==> config.mk <==
export PLATFORM = sky130hd
export DESIGN_NAME = simmem_bank_scheduler_flat
export DESIGN_NICKNAME = d
export VERILOG_FILES = /design/src/rtl/simmem_bank_scheduler_if.sv /design/src/rtl/simmem_bank_scheduler.sv /design/src/flat_wrapper.sv
export SDC_FILE = /design/constraint.sdc
export NUM_CORES = 1
export LEC_CHECK = 0
export ABC_AREA = 1
export BUFFER_PORTS_ARGS = -buffer_cell sky130_fd_sc_hd__buf_2
export CORE_ASPECT_RATIO = 0.75
export CORE_MARGIN = 2
export CORE_UTILIZATION = 46
export CTS_BUF_LIST = sky130_fd_sc_hd__clkbuf_8 sky130_fd_sc_hd__clkbuf_16
export CTS_CLUSTER_SIZE = 20
export DETAILED_ROUTE_END_ITERATION = 12
export HOLD_SLACK_MARGIN = 0.1
export PLACE_DENSITY = 0.85
export SKIP_LAST_GASP = 1
export SLEW_MARGIN = 20
export SYNTH_ARGS = -nofsm -noshare
export SYNTH_HDL_FRONTEND = slang
export SYNTH_SLANG_ARGS = --single-unit
==> constraint.sdc <==
create_clock -name clk_i -period 1.4 [get_ports clk_i]
set_input_delay 0.14 -clock clk_i [delete_from_list [all_inputs] [get_ports clk_i]]
set_output_delay 0.14 -clock clk_i [all_outputs]
set_load 0.05 [all_outputs]
==> src/rtl/simmem_bank_scheduler_if.sv <==
// Request/completion bus of one simulated DRAM bank scheduler.
interface simmem_bank_scheduler_if #(
    parameter int unsigned RowIdW = 9,
    parameter int unsigned WIidW  = 2,
    parameter int unsigned RIidW  = 1
);
    localparam int unsigned IidW = (WIidW > RIidW) ? WIidW : RIidW;

    logic              w_valid_i;
    logic              w_ready_o;
    logic [RowIdW-1:0] w_row_i;
    logic [WIidW-1:0]  w_iid_i;
    logic              r_valid_i;
    logic              r_ready_o;
    logic [RowIdW-1:0] r_row_i;
    logic [RIidW-1:0]  r_iid_i;
    logic              done_valid_o;
    logic              done_ready_i;
    logic              done_type_o;
    logic [IidW-1:0]   done_iid_o;

    modport master (
        output w_valid_i, w_row_i, w_iid_i, r_valid_i, r_row_i, r_iid_i, done_ready_i,
        input  w_ready_o, r_ready_o, done_valid_o, done_type_o, done_iid_o
    );

    modport slave (
        input  w_valid_i, w_row_i, w_iid_i, r_valid_i, r_row_i, r_iid_i, done_ready_i,
        output w_ready_o, r_ready_o, done_valid_o, done_type_o, done_iid_o
    );
endinterface

==> src/rtl/simmem_bank_scheduler.sv <==
// Single-bank DRAM access sequencer: round-robin write/read grant, open-row cost model, delay count.
// Optional SIMMEM_CLOSED_PAGE_EN: closed-page policy with a PRECHARGE state after each completion.
module simmem_bank_scheduler #(
    parameter int unsigned RowIdW  = 9,
    parameter int unsigned WIidW   = 2,
    parameter int unsigned RIidW   = 1,
    parameter int unsigned HitCost = 4,
    parameter int unsigned PreCost = 2,
    parameter int unsigned ActCost = 1,
    parameter int unsigned CntW    = $clog2(HitCost + PreCost + ActCost + 1)
) (
    input  logic                      clk_i,
    input  logic                      rst_ni,
    simmem_bank_scheduler_if.slave    bus,
    output logic                      row_open_o,
    output logic [RowIdW-1:0]         open_row_o
);
    localparam int unsigned IidW = (WIidW > RIidW) ? WIidW : RIidW;
    localparam logic [CntW-1:0] HitC   = CntW'(HitCost);
    localparam logic [CntW-1:0] EmptyC = CntW'(ActCost + HitCost);
    localparam logic [CntW-1:0] ConfC  = CntW'(PreCost + ActCost + HitCost);
`ifdef SIMMEM_CLOSED_PAGE_EN
    localparam logic [CntW-1:0] PreLoad = CntW'((PreCost > 0) ? PreCost - 1 : 0);
`endif

    typedef enum logic [1:0] {
        ST_IDLE,
        ST_SERVE,
`ifdef SIMMEM_CLOSED_PAGE_EN
        ST_PRECHARGE,
`endif
        ST_DONE
    } state_e;

    state_e            state_q, state_d;
    logic [CntW-1:0]   cnt_q, cnt_d;
    logic              tok_w_q, tok_w_d;
    logic              en_q, en_d;
    logic              row_open_q, row_open_d;
    logic [RowIdW-1:0] open_row_q, open_row_d;
    logic              done_valid_q, done_valid_d;
    logic              done_type_q, done_type_d;
    logic [IidW-1:0]   done_iid_q, done_iid_d;
    logic              w_rdy, r_rdy, grant_w, grant_r;
    logic [RowIdW-1:0] req_row;
    logic [CntW-1:0]   cost;

    // Next-state, arbitration and cost selection
    always_comb begin
        state_d      = state_q;
        cnt_d        = cnt_q;
        tok_w_d      = tok_w_q;
        en_d         = 1'b1;
        row_open_d   = row_open_q;
        open_row_d   = open_row_q;
        done_valid_d = done_valid_q;
        done_type_d  = done_type_q;
        done_iid_d   = done_iid_q;
        w_rdy        = 1'b0;
        r_rdy        = 1'b0;
        grant_w      = 1'b0;
        grant_r      = 1'b0;
        req_row      = '0;
        cost         = '0;
        unique case (state_q)
            ST_IDLE: begin
                // Write wins unless a read is valid and write either lacks the token or is idle.
                w_rdy   = en_q & ~(bus.r_valid_i & (~tok_w_q | ~bus.w_valid_i));
                r_rdy   = en_q & bus.r_valid_i & ~w_rdy;
                grant_w = w_rdy & bus.w_valid_i;
                grant_r = r_rdy & bus.r_valid_i;
                if (grant_w | grant_r) begin
                    req_row = grant_w ? bus.w_row_i : bus.r_row_i;
                    if (!row_open_q)                cost = EmptyC;
                    else if (open_row_q == req_row) cost = HitC;
                    else                            cost = ConfC;
                    tok_w_d     = grant_r;
                    row_open_d  = 1'b1;
                    open_row_d  = req_row;
                    done_type_d = grant_r;
                    done_iid_d  = grant_w ? IidW'(bus.w_iid_i) : IidW'(bus.r_iid_i);
                    cnt_d       = cost - CntW'(1);
                    if (cnt_d == '0) begin
                        state_d      = ST_DONE;
                        done_valid_d = 1'b1;
                    end else begin
                        state_d = ST_SERVE;
                    end
                end
            end
            ST_SERVE: begin
                cnt_d = (cnt_q != '0) ? cnt_q - CntW'(1) : '0;
                if (cnt_d == '0) begin
                    state_d      = ST_DONE;
                    done_valid_d = 1'b1;
                end
            end
            ST_DONE: begin
                if (bus.done_ready_i) begin
                    done_valid_d = 1'b0;
`ifdef SIMMEM_CLOSED_PAGE_EN
                    if (PreCost > 0) begin
                        state_d = ST_PRECHARGE;
                        cnt_d   = PreLoad;
                    end else begin
                        state_d    = ST_IDLE;
                        row_open_d = 1'b0;
                        open_row_d = '0;
                    end
`else
                    state_d = ST_IDLE;
`endif
                end
            end
`ifdef SIMMEM_CLOSED_PAGE_EN
            ST_PRECHARGE: begin
                if (cnt_q == '0) begin
                    state_d    = ST_IDLE;
                    row_open_d = 1'b0;
                    open_row_d = '0;
                end else begin
                    cnt_d = cnt_q - CntW'(1);
                end
            end
`endif
            default: state_d = ST_IDLE;
        endcase
    end

    always_ff @(posedge clk_i or negedge rst_ni) begin
        if (!rst_ni) begin
            state_q      <= ST_IDLE;
            cnt_q        <= '0;
            tok_w_q      <= 1'b1;
            en_q         <= 1'b0;
            row_open_q   <= 1'b0;
            open_row_q   <= '0;
            done_valid_q <= 1'b0;
            done_type_q  <= 1'b0;
            done_iid_q   <= '0;
        end else begin
            state_q      <= state_d;
            cnt_q        <= cnt_d;
            tok_w_q      <= tok_w_d;
            en_q         <= en_d;
            row_open_q   <= row_open_d;
            open_row_q   <= open_row_d;
            done_valid_q <= done_valid_d;
            done_type_q  <= done_type_d;
            done_iid_q   <= done_iid_d;
        end
    end

    assign bus.w_ready_o    = w_rdy;
    assign bus.r_ready_o    = r_rdy;
    assign bus.done_valid_o = done_valid_q;
    assign bus.done_type_o  = done_type_q;
    assign bus.done_iid_o   = done_iid_q;
    assign row_open_o       = row_open_q;
    assign open_row_o       = open_row_q;

    a_one_ready: assert property (@(posedge clk_i) disable iff (!rst_ni)
        !(bus.w_ready_o && bus.r_ready_o));
    a_w_hold: assert property (@(posedge clk_i) disable iff (!rst_ni)
        (bus.w_valid_i && !bus.w_ready_o) |=>
        (bus.w_valid_i && $stable(bus.w_row_i) && $stable(bus.w_iid_i)));
    a_r_hold: assert property (@(posedge clk_i) disable iff (!rst_ni)
        (bus.r_valid_i && !bus.r_ready_o) |=>
        (bus.r_valid_i && $stable(bus.r_row_i) && $stable(bus.r_iid_i)));
endmodule

==> src/flat_wrapper.sv <==
// flat-port wrapper written by rule: the top's interface ports become plain ports
module simmem_bank_scheduler_flat 
#(
    parameter int unsigned RowIdW  = 9,
    parameter int unsigned WIidW   = 2,
    parameter int unsigned RIidW   = 1,
    parameter int unsigned HitCost = 4,
    parameter int unsigned PreCost = 2,
    parameter int unsigned ActCost = 1,
    parameter int unsigned CntW    = $clog2(HitCost + PreCost + ActCost + 1)
)
  (clk_i, rst_ni, row_open_o, open_row_o, bus_w_valid_i, bus_w_row_i, bus_w_iid_i, bus_r_valid_i, bus_r_row_i, bus_r_iid_i, bus_done_ready_i, bus_w_ready_o, bus_r_ready_o, bus_done_valid_o, bus_done_type_o, bus_done_iid_o);
  simmem_bank_scheduler_if #(.RowIdW(RowIdW), .WIidW(WIidW), .RIidW(RIidW)) bus_i ();
  input  logic clk_i;
  input  logic rst_ni;
  output logic row_open_o;
  output logic [RowIdW-1:0] open_row_o;
  input wire logic [$bits(bus_i.w_valid_i)-1:0] bus_w_valid_i;
  input wire logic [$bits(bus_i.w_row_i)-1:0] bus_w_row_i;
  input wire logic [$bits(bus_i.w_iid_i)-1:0] bus_w_iid_i;
  input wire logic [$bits(bus_i.r_valid_i)-1:0] bus_r_valid_i;
  input wire logic [$bits(bus_i.r_row_i)-1:0] bus_r_row_i;
  input wire logic [$bits(bus_i.r_iid_i)-1:0] bus_r_iid_i;
  input wire logic [$bits(bus_i.done_ready_i)-1:0] bus_done_ready_i;
  output wire logic [$bits(bus_i.w_ready_o)-1:0] bus_w_ready_o;
  output wire logic [$bits(bus_i.r_ready_o)-1:0] bus_r_ready_o;
  output wire logic [$bits(bus_i.done_valid_o)-1:0] bus_done_valid_o;
  output wire logic [$bits(bus_i.done_type_o)-1:0] bus_done_type_o;
  output wire logic [$bits(bus_i.done_iid_o)-1:0] bus_done_iid_o;
  assign bus_i.w_valid_i = bus_w_valid_i;
  assign bus_i.w_row_i = bus_w_row_i;
  assign bus_i.w_iid_i = bus_w_iid_i;
  assign bus_i.r_valid_i = bus_r_valid_i;
  assign bus_i.r_row_i = bus_r_row_i;
  assign bus_i.r_iid_i = bus_r_iid_i;
  assign bus_i.done_ready_i = bus_done_ready_i;
  assign bus_w_ready_o = bus_i.w_ready_o;
  assign bus_r_ready_o = bus_i.r_ready_o;
  assign bus_done_valid_o = bus_i.done_valid_o;
  assign bus_done_type_o = bus_i.done_type_o;
  assign bus_done_iid_o = bus_i.done_iid_o;
  simmem_bank_scheduler #(.RowIdW(RowIdW), .WIidW(WIidW), .RIidW(RIidW), .HitCost(HitCost), .PreCost(PreCost), .ActCost(ActCost), .CntW(CntW)) u_core (.clk_i(clk_i), .rst_ni(rst_ni), .bus(bus_i), .row_open_o(row_open_o), .open_row_o(open_row_o));
endmodule
==> summary by stage <==
Routing
The total number of vias is 1567. The first TritonRoute pass finished after 4 iterations. The wire length per cell is 14.81 µm. The number of DRC markers in iteration 0 is 197. After detailed routing, the number of remaining DRC violations is 0. After detailed routing, the number of vias per cell comes to 5.294. The final layout contains routed wiring with a total length of about 4400 µm. The count of nets left with antenna violations after detail routing is 0.

Yosys
During synthesis, Yosys emitted a total of 0 warnings. After synthesis, the mean cell area works out to 6.875 µm². The synthesized netlist occupies a cell area of 0.001389 mm². The proportion of register bits with asynchronous set or reset after synthesis is 1.000. When the netlist entered floorplanning its net count stood at 231. The flip-flop and latch count after synthesis is 21. For this run, the leading register cell type out of synthesis is dfrtp_1.

Counting flops with a built-in enable in the synthesized netlist gives 0. The gate count after technology mapping is 202. The number of distinct standard cells referenced by the synthesized netlist is 24. The fraction of the yosys area taken by sequential cells is 0.3793.

Setup path
In this run the critical register-to-register path is captured at u_core.cnt_q[2]. For the worst flop-to-flop path, the logic depth is 12. STA classifies the critical path endpoint as a flip-flop. The endpoint of the most critical setup path is u_core.cnt_q[2].

The worst reg-to-reg setup slack is -0.32 ns. The most critical setup path has its startpoint at u_core.tok_w_q. Of all nets on the critical path, the largest fanout is 7.

The startpoint identified for the worst register-to-register timing path is u_core.tok_w_q. The startpoint kind of the worst setup timing path is a flip-flop. The start-to-end type of the worst setup path is flip-flop to flip-flop. For the worst setup path, the data required time is 1.57 ns. The data arrival time of the worst path is between 1.5 and 2 ns.

Power
The internal cell power is 0.002025 W. The share of total power dissipated in the clock network is 0.096. The leakage dissipation is 1.119 nW. Summed over all nets, the switching power comes to 0.002316 W. Of the total power, combinational logic draws 0.639.

The fraction of power consumed by sequential logic is 0.265. For this design the ratio of total power to cell area is approximately 2100 mW/mm². Of the total power, the share spent switching nets is 0.5336. The worst vdd rail ir drop is 1.058 mV.

Clock network
The clock buffer count from CTS is 3. The root cell of the clock tree is clkbuf_8. The clock-pin transition on the worst setup and hold timing paths is about 0.08 ns.

The maximum root-to-sink buffer count is 2. The H-tree depth reported by CTS is 1. TritonCTS built the clock tree. Counting every sink on the clock net gives 21. The clock insertion delay at the later pin of the skew report is 0.27 ns.

Global routing
The number of global-route vias before repair is ~1300. The overflow left after global routing is 0. The wire length of the first global-routing pass is slightly below 6000 µm. The maximum number of pins on one net before global-route repair is 22.

The number of antenna violations at the first check in global routing is 0. The global routing usage summed across all routing layers is 0.2221.

Job
The max-cap violation count is 0.

Floorplanning
The floorplan has 17 rows. Pin placement for this block handled between 40 and 50 I/O pins. The region available for standard cell placement spans 0.002914 mm². The die covers 0.003479 mm².

For this configuration, the core starts out at a cell density of 0.4766. From bottom edge to top edge, the die measures 51.59 µm. The overall die width is 67.45 µm.

Cells and area
The library cells used most frequently in the layout, excluding fill and tap cells, are 39 x buf_2, 38 x inv_1, 35 x nand2_1, 20 x dfrtp_1, 15 x nand2_2. Summing all non-filler instances in the final layout gives an area of slightly above 0.002 mm². The most frequent standard cell in the layout excluding fill and tap cells is buf_2. The number of fill cells is 215.

The number of antenna diodes in the final layout is 0. In the final layout, the share of cells above drive strength 1 is 0.4457. The post-layout net count is 288.

The synthesis-to-layout area growth is 49.10%.

STA
The maximum clock skew at final layout is 0.003068 ns. Timing would allow up to 581.3 MHz. The number of endpoints failing setup at the final stage is 22.

Of the available clock period, the critical path in the final layout requires 1.229. Counting I/O delays and the setup requirement, the final critical path takes around 1.7 ns. After layout, the worst setup slack is -0.3203 ns. Setup repair after global routing could not meet its margin everywhere. The number of endpoints with negative hold slack in the final report came to 0.

The number of max-slew violations in the final report is 0.

Place
During placement, the flow inserted port buffers numbering 41. After legalization and detailed placement, the total HPWL measured 2623 µm. Timing analysis after detailed placement gives a worst setup slack of -0.2525 ns.

In this run the cell area measured after placement is 0.001725 mm². The routability-driven placement congestion ratio is 0.8878.

Outcome
The run finished, with violations left. The checks that failed: negative setup slack.

Hold path
The class of the tightest hold or removal check is input port to flip-flop.
[logic make-up (layout without fill, tap and decap cells)]
logic type,Yosys count,after routing,share of synthesized area
and+or+nand+nor,106,106,0.3577
buffers and inverters,47,103,0.1414
AOI/OAI and AO/OA,24,24,0.09190
DFF,21,21,0.3793
adders and majority gates,3,3,0.02703
other,1,1,0.002700
[layer usage]
| metal | share of wire | wire (µm) | track usage | up-vias |
|---|---|---|---|---|
| li1 | - | - | - | 748 |
| met1 | 0.43 | 1879 | 0.3164 | 736 |
| met2 | 0.48 | 2102 | 0.3432 | 75 |
| met3 | 0.078 | 344 | 0.05411 | 8 |
| met4 | 0.013 | 58 | 0.04422 | 0 |
| met5 | 0 | 0 | 0 | - |
[final cells by class]
class / instances / area (µm²) / area share
Sequential cell: 21 / 526.8 / 0.2544
Clock inverter: 1 / 3.754 / 0.001813
Multi-Input combinational cell: 134 / 874.6 / 0.4224
Tap cell: 38 / 47.55 / 0.02296
Timing Repair Buffer: 60 / 427.9 / 0.2066
Inverter: 39 / 148.9 / 0.07190
Clock buffer: 3 / 41.29 / 0.01994
[registers in the layout, indices dropped and copies added (netlist names)]
| register | flops |
|---|---|
| u_core.en_q | 1 |
| u_core.bus.done_type_o | 1 |
| u_core.cnt_q | 3 |
| u_core.open_row_o | 9 |
| u_core.tok_w_q | 1 |
| u_core.row_open_o | 1 |
| u_core.state_q | 2 |
| u_core.bus.done_iid_o | 2 |
| u_core.bus.done_valid_o | 1 |
[Yosys cell counts (all sizes together) (3+ instances only)]
| cell type | count | area, µm² |
|---|---|---|
| nand2 | 61 | 249.0 |
| inv | 39 | 146.4 |
| nand3 | 21 | 122.6 |
| dfrtp | 20 | 500.5 |
| o21ai | 17 | 85.08 |
| nand4 | 13 | 81.33 |
| nor2 | 11 | 43.80 |
| buf | 7 | 46.29 |
| a21oi | 5 | 28.78 |
| ha | 3 | 37.54 |
[power by group through the flow]
stage	Combinational, W	Clock [W]	Sequential (W)
CTS	0.00234	0.000409	0.00110
detailed placement	0.00223	0	0.00111
global route	0.00297	0.000439	0.00117
global placement	0.00219	0	0.00109
floorplan	0.00103	0	0.00172
finish	0.00277	0.000418	0.00115
[repair_timing]
action                                  CTS  global route
hold endpoints to repair                 20             0
hold buffers                              1             0
endpoints found under the setup margin   21            22
gates resized for setup                  24            52
cloned                                    1             1
pin swaps                                12            19
buffers inserted                          2             2
[worst max-delay path, stage by stage, from the launching register on]
cell     delay (ns)
dfstp_2        0.57
nand2_4        0.07
nand2_4        0.08
nand3_4        0.13
buf_6          0.18
nand2_4        0.07
nand3_2        0.07
nand2_2        0.07
nand2_2        0.05
nor2_2         0.11
nand3_2        0.09
nand2_1        0.08
nand2_1        0.05
[worst min path at each step]
stage | slack (ns) | cells after the start | start | end
global route | 0.13 | 3 | bus_r_iid_i | u_core.bus.done_iid_o[0]
global placement | 0.12 | 1 | rst_ni | u_core.row_open_o
finish | 0.10 | 3 | bus_w_iid_i[1] | u_core.bus.done_iid_o[1]
floorplan | -0.16 | 0 | rst_ni | u_core.bus.done_iid_o[0]
detailed placement | 0.13 | 1 | rst_ni | u_core.cnt_q[1]
CTS | 0.12 | 3 | bus_w_iid_i[1] | u_core.bus.done_iid_o[1]
[per-stage QoR]
stage	hold WS (ns)	util	power, W	setup TNS, ns	instances
finish	0.1016	0.7106	0.004341	-3.913	296
global route	0.1276	0.7106	0.004585	-5.004	296
global placement	0.1245	0.5921	0.003287	-1.459	285
floorplan	-0.1556	-	0.002743	-0.2664	202
CTS	0.1183	0.6350	0.003849	-2.429	293
detailed placement	0.1319	0.5921	0.003339	-2.176	285
No activity file was read; power rests on OpenSTA's default activity.
